### config.mk
export PLATFORM = sky130hd
export DESIGN_NAME = char_stream_tx
export DESIGN_NICKNAME = d
export VERILOG_FILES = /design/src/rtl/char_stream_tx.sv
export SDC_FILE = /design/constraint.sdc
export NUM_CORES = 1
export LEC_CHECK = 0
export ABC_AREA = 1
export BUFFER_PORTS_ARGS = -buffer_cell sky130_fd_sc_hd__buf_2
export CAP_MARGIN = 0
export CORE_MARGIN = 2
export CORE_UTILIZATION = 40
export CTS_BUF_LIST = sky130_fd_sc_hd__clkbuf_8
export DETAILED_ROUTE_END_ITERATION = 6
export PLACE_DENSITY = 0.67
export SETUP_SLACK_MARGIN = 0.1
export SYNTH_ARGS = -nofsm -noshare
export SYNTH_HDL_FRONTEND = slang
export SYNTH_SLANG_ARGS = --single-unit
### constraint.sdc
create_clock -name clk -period 3 [get_ports clk]
set_input_delay 0.15 -clock clk [delete_from_list [all_inputs] [get_ports clk]]
set_output_delay 0.15 -clock clk [all_outputs]
set_load 0.05 [all_outputs]
### src/rtl/char_stream_tx.sv
// Programmable character-stream transmitter: buffers up to 2**AW characters and replays them
// for rep+1 passes with gap idle cycles between passes, one character per clock.
module char_stream_tx #(
  parameter int unsigned    DW        = 8,
  parameter int unsigned    AW        = 4,
  parameter int unsigned    RW        = 4,
  parameter logic [DW-1:0]  IDLE_CHAR = 8'h00
) (
  input  logic          clk,
  input  logic          rst,
  input  logic          wr_en,
  input  logic [DW-1:0] wr_data,
  input  logic          clear,
  input  logic          start,
  input  logic [RW-1:0] rep,
  input  logic [RW-1:0] gap,
  output logic [DW-1:0] dout,
  output logic          dout_valid,
  output logic          busy,
  output logic          done,
  output logic [AW:0]   len,
  output logic          err
);

  localparam int unsigned Depth = 2 ** AW;
  localparam logic [AW:0] LenOne = 1;
  localparam logic [AW:0] LenFull = (AW + 1)'(Depth);

  typedef enum logic [1:0] {StIdle, StSend, StGap} state_e;

  state_e        state_q, state_d;
  logic [AW:0]   len_q, len_d;
  logic          err_q, err_d;
  logic [AW-1:0] ptr_q, ptr_d;
  logic [RW-1:0] pass_q, pass_d;
  logic [RW-1:0] rep_q, rep_d;
  logic [RW-1:0] gap_q, gap_d;
  logic [RW-1:0] gcnt_q, gcnt_d;
  logic [DW-1:0] dout_q, dout_d;
  logic          valid_q, valid_d;
  logic          busy_q, busy_d;
  logic          done_q, done_d;

  logic [DW-1:0] mem [Depth];
  logic          mem_we;
  logic          full;
  logic          last;
  logic [AW-1:0] ptr_inc;

  assign full    = (len_q == LenFull);
  // ptr_q always indexes the character currently on dout while in StSend
  assign last    = ({1'b0, ptr_q} == (len_q - LenOne));
  assign ptr_inc = ptr_q + AW'(1);

  always_comb begin
    state_d = state_q;
    len_d   = len_q;
    err_d   = err_q;
    ptr_d   = ptr_q;
    pass_d  = pass_q;
    rep_d   = rep_q;
    gap_d   = gap_q;
    gcnt_d  = gcnt_q;
    dout_d  = dout_q;
    valid_d = valid_q;
    busy_d  = busy_q;
    done_d  = 1'b0;
    mem_we  = 1'b0;

    if (clear) begin
      state_d = StIdle;
      len_d   = '0;
      err_d   = 1'b0;
      ptr_d   = '0;
      pass_d  = '0;
      gcnt_d  = '0;
      dout_d  = IDLE_CHAR;
      valid_d = 1'b0;
      busy_d  = 1'b0;
    end else begin
      unique case (state_q)
        StIdle: begin
          if (wr_en) begin
            if (full) begin
              err_d = 1'b1;
            end else begin
              mem_we = 1'b1;
              len_d  = len_q + LenOne;
            end
          end
          if (start) begin
            if (wr_en || (len_q == '0)) begin
              err_d = 1'b1;
            end else begin
              rep_d   = rep;
              gap_d   = gap;
              pass_d  = '0;
              ptr_d   = '0;
              state_d = StSend;
              dout_d  = mem[0];
              valid_d = 1'b1;
              busy_d  = 1'b1;
            end
          end
        end
        StSend: begin
          if (wr_en || start) err_d = 1'b1;
          if (last) begin
            ptr_d = '0;
            if (pass_q == rep_q) begin
              state_d = StIdle;
              dout_d  = IDLE_CHAR;
              valid_d = 1'b0;
              busy_d  = 1'b0;
              done_d  = 1'b1;
            end else begin
              pass_d = pass_q + RW'(1);
              if (gap_q == '0) begin
                dout_d = mem[0];
              end else begin
                state_d = StGap;
                gcnt_d  = gap_q;
                dout_d  = IDLE_CHAR;
                valid_d = 1'b0;
              end
            end
          end else begin
            ptr_d  = ptr_inc;
            dout_d = mem[ptr_inc];
          end
        end
        StGap: begin
          if (wr_en || start) err_d = 1'b1;
          if (gcnt_q == RW'(1)) begin
            state_d = StSend;
            dout_d  = mem[0];
            valid_d = 1'b1;
          end else begin
            gcnt_d = gcnt_q - RW'(1);
          end
        end
        default: state_d = StIdle;
      endcase
    end
  end

  always_ff @(posedge clk or negedge rst) begin
    if (!rst) begin
      state_q <= StIdle;
      len_q   <= '0;
      err_q   <= 1'b0;
      ptr_q   <= '0;
      pass_q  <= '0;
      rep_q   <= '0;
      gap_q   <= '0;
      gcnt_q  <= '0;
      dout_q  <= IDLE_CHAR;
      valid_q <= 1'b0;
      busy_q  <= 1'b0;
      done_q  <= 1'b0;
    end else begin
      state_q <= state_d;
      len_q   <= len_d;
      err_q   <= err_d;
      ptr_q   <= ptr_d;
      pass_q  <= pass_d;
      rep_q   <= rep_d;
      gap_q   <= gap_d;
      gcnt_q  <= gcnt_d;
      dout_q  <= dout_d;
      valid_q <= valid_d;
      busy_q  <= busy_d;
      done_q  <= done_d;
    end
  end

  // Buffer storage is deliberately left out of reset and clear
  always_ff @(posedge clk) begin
    if (mem_we) mem[len_q[AW-1:0]] <= wr_data;
  end

  assign dout       = dout_q;
  assign dout_valid = valid_q;
  assign busy       = busy_q;
  assign done       = done_q;
  assign len        = len_q;
  assign err        = err_q;

endmodule
After elaboration in Yosys (flattened, before gate mapping)
Memory sizes are Yosys's and may differ from the RTL's.
Cells that the tools add are included.
{ "totals": {"mem_count": 1, "output_inout_bits": 17, "inputBits": 21, "rom_bits": 0, "latch_bits": 0, "regBits": 39, "ram_bits": 128, "wordCells": 123} }
{ "memory_table": {"columns": ["name", "words", "word_bits", "rd", "rd_clocked_by_memory_dff", "wr", "line", "text"], "rows": [
  ["mem", 16, 8, 2, 0, 1, "44", "logic [DW-1:0] mem [Depth];"]
]} }
{ "op_classes": {"magnitude_cmp": 0, "n_shift": 0, "n_eq_ne": 17, "add_sub_neg": 5, "multipliers": 0, "div": 0, "bitwise": 2, "n_mux": 64, "n_reduce_logical": 22} }
{ "op_table": {"columns": ["cell", "n"], "rows": [
  ["$mux 8", 7],
  ["$mux 4", 12],
  ["$mux 1", 26],
  ["$ne 3x3->1 const B", 8],
  ["$pmux 4 s2", 3],
  ["$pmux 8 s3", 1],
  ["$mux 5", 4],
  ["$reduce_and 5->1", 4],
  ["$mux 2", 7],
  ["$reduce_bool 3->1", 3],
  ["$add 4x1->4 const B", 2],
  ["$reduce_and 4->1", 2],
  ["$pmux 2 s3", 1],
  ["$reduce_and 3->1", 2],
  ["$reduce_and 6->1", 1],
  ["$add 5x1->5 const B", 1],
  ["$eq 4x5->1", 1],
  ["$eq 5x5->1 const B", 1],
  ["$logic_not 5->1", 1],
  ["$sub 5x1->5 const B", 1],
  ["$eq 4x1->1 const B", 1],
  ["$eq 4x4->1", 1],
  ["$logic_not 4->1", 1],
  ["$ne 4x4->1 const B", 1],
  ["14 further kinds", 18]
]} }

Depth between registers and ports, before layout
{ "depth": {"word_depth": 7, "mapped_depth": 13, "mapped_depth_nobuf": 13} }

Least setup slack after synthesis
OpenSTA, ideal clock, no wires.
{ "synth_timing": {"path_type": "reg-to-reg", "from": "register len_q[0] (netlist: len[0])", "to": "memory mem[12][0], enable pin", "n_path_buf": 0, "stages_incl_launch_ff": 10, "required_time_ns": 2.617, "arrival_time_ns": 2.362, "synth_period_minus_slack_ns": 2.745, "setup_time_ns": 0.383, "slack_ns": 0.255, "path_cell_list": "dfrtp_1 -> inv_1 -> ha_1 -> nand2_2 -> nor2_4 -> nand2_2 -> nand3_2 -> nor2_2 -> inv_1 -> nor3_1"} }
{ "synth_between": {"elab_chain_len": 7} }
{ "synth_rtl": {"columns": ["item", "line", "text"], "rows": [
  ["start, declared", "32", "logic [AW:0] len_q, len_d;"],
  ["start signal, assigned", "163", "len_q <= len_d;"],
  ["$eq 5x5->1", "50", "assign full = (len_q == LenFull);"],
  ["$mux 1", "84", "if (full) begin"],
  ["$mux 1", "83", "if (wr_en) begin"],
  ["$mux 1", "81", "unique case (state_q)"],
  ["$mux 1", "70", "if (clear) begin"],
  ["$mux 1", "179", "if (mem_we) mem[len_q[AW-1:0]] <= wr_data;"],
  ["$mux 1 (implied by the code)", "179", null],
  ["end, declared", "44", null]
]} }
Parallel ways exist; a longest one is shown, timed or not.

Worst setup path in the final report
{ "layout_timing": {"from": "register len_q[0] (netlist: len[0])", "to": "memory mem[2][3], enable pin"} }
Same word-level chain as after synthesis.

==> results.ini <==
[sta]
setup_viol = 0
finalSetupTns_ps = 0
clock_skew_ps = 13.9
worst_slack_ps = 459
drv_slew = 0
relSlewSlack = 0.418
worst_slew_pin_slew_ps = 870
max_freq_mhz = 394
finalCritPeriodShare = 0.847
min_period_ps = 2540
rsz0062_at_grt = false
hold_viol_final = 0

[setup_path]
critPathMaxStageDelay_ps = 560
crit_top_cell = nand2_2
worstPathMaxFanout = 8
setup.worst_path.class = reg2reg
crit_slowest_cell = nor2_1
cp.buffers_inverters = 1
cp_cell_sequence = inv_1 > ha_1 > nand2_2 > nor2_4 > nand2_2 > nand3_2 > nor2_2 > nand2_1 > nor2_1
worstSetupEndpointType = register
crit_path_start_kind = register
crit_required_ps = 3090
cp_top_family = simple AND/OR/NAND/NOR gates
worstPathArrival_ps = 2630

[routing]
drc = 0
dr_total_vias = 5601
wire_per_inst_um = 15.8
firstDrtPassIters = 5
viasPerCell = 5.06
final_antenna_net_count = 0
drtIter0Drc = 562
routed_wl_mm = 17.5

[hold_path]
hp-class = in2reg

[clocking]
cts_resized = 0
clock-root-buffer = clkbuf_8
clk_pin_slew_ps = 90
cts.sinks = 167
cts_buffers = 17
cts_hold_buf = 9
clock_path_buffers = 2
worstSkewPairLatency_ps = 450
tritoncts = yes
cts_setup_buffers = 0
htreeDepth = 4

[global_routing]
antenna_found_initial = 0
grt.total_usage = 0.179
grt_pass1_wl_mm = 27.5
gr-total-overflow = 0
grt_pass1_vias = 5142
grt_max_degree = 45

[logic_synthesis]
syn_nets = 814
async_flop_share = 0.234
ys_ff_latch = 167
synth-main-ff-cell = edfxtp_1
ys_top_cells_by_area = edfxtp_1, dfrtp_1, nand2_1
synth_warnings = 0
syn_area_per_cell_um2 = 9.90
ys_seq_area_frac = 0.624
synth_top_cell_by_area = edfxtp_1
synth.top_cell.area_share = 0.497
synth_cell_types = 33
netlist_instances = 781
synth_area_mm2 = 0.00773
synth-edff-count = 128

[die]
die_h_um = 143
core_mm2 = 0.0188
row_count = 50
die_area_mm2 = 0.0205
initial_core_util = 0.410
ioPinCount = 38
die_w_um = 143

[layout]
area_growth_pct = 13.3
antenna_cells = 0
nets = 867
instances_no_fill = 1107
layout-drive-gt1-share = 0.146

[power_and_ir_drop]
peakVddDrop_mv = 0.516
power_leakage_nw = 3.58
power.density_mw_per_mm2 = 819

[placement]
dpl.hpwl_mm = 11.6
io_buffers = 37
placed_cells = 1066
gp_congestion = 0.883
pre_cts_ws_ps = 499

[flow_run]
drv_cap = 0

[run_status]
status = complete, no violations

-- logic make-up (layout without fill, tap and decap cells) --
family | Yosys count | after routing | share of synthesized area
DFF | 167 | 167 | 0.624
AOI/OAI and AO/OA | 45 | 45 | 0.0309
buffers and inverters | 76 | 142 | 0.0426
adders and majority gates | 12 | 12 | 0.0194
muxes | 3 | 3 | 0.00437
xor gates and xnor gates | 7 | 7 | 0.00793
and+or+nand+nor | 471 | 471 | 0.271
-- power breakdown --
group	internal [mW]	leakage, nW	switching [mW]
sequential	2.69	1.65	0.147
combinational	0.760	1.70	1.79
clock	0.929	0.224	0.858
-- cell usage in the layout, fill, tap and decap left out, types with 5 or more instances in the layout --
master and n:
nand2_1 248, o21ai_0 10, nor3_1 8, nor2_2 6, a21oi_1 21, buf_4 17, nand3_1 145, o21ai_1 9
nand3_2 5, edfxtp_1 128, dfrtp_1 38, buf_2 37, ha_1 12, inv_2 8, clkbuf_8 17, dlygate4sd3_1 9
inv_1 38, nand2_2 7, nor2_1 43, xor2_1 6
-- sequential cells by signal (all words and copies together) (netlist names), 2 cells and up --
name     flops
state_q      2
gcnt_q       4
pass_q       4
gap_q        4
rep_q        4
mem        128
len          5
dout         8
ptr_q        4
-- Yosys cell counts (all sizes together) (3+ instances only) --
cell type	n
dfrtp	39
inv	46
ha	12
o21ai	19
edfxtp	128
nor2	53
xor2	6
buf	23
nor3	9
clkbuf	6
a21oi	21
nand3	152
mux2	3
nand2	256
-- layer usage --
metal | GRT usage | up-vias | share of wire
met4 | 0.0474 | 0 | 0.017
met1 | 0.241 | 2644 | 0.44
met5 | 0 | - | 0
met3 | 0.0406 | 28 | 0.063
met2 | 0.294 | 177 | 0.48
li1 | - | 2752 | -
-- through the flow --
stage | total power, mW | hold WS (ps) | instance area (um2) | utilization
floorplan | 4.78 | -146 | 7730 | -
global placement | 5.37 | 321 | 8220 | 0.436
detailed placement | 5.42 | 333 | 8220 | 0.436
CTS | 7.21 | 31.6 | 8750 | 0.465
global route | 7.61 | 36.9 | 8750 | 0.465
finish | 7.17 | 45.6 | 8750 | 0.465
-- final timing paths --
| check | from | to | slack, ps | cells after the start |
|---|---|---|---|---|
| max | len[0] | mem[2][3] | 460 | 9 |
| max in group asynchronous | rst | ptr_q[0] | 2060 | 2 |
| max reg2reg | len[0] | mem[2][3] | 460 | 9 |
| min reg2reg | dout[3] | dout[3] | 480 | 2 |
| min in group asynchronous | rst | busy | 350 | 2 |
| min | clear | err | 50 | 2 |
-- layout make-up --
type                            instances  area (um2)
Timing Repair Buffer                   63         403
Clock buffer                           17         234
Inverter                               47         176
Sequential cell                       167        4820
Multi-Input combinational cell        538        2580
Clock inverter                         15         214
Tap cell                              260         325
Fill cell                            1740       10100
(Power assumes the default switching activity.)
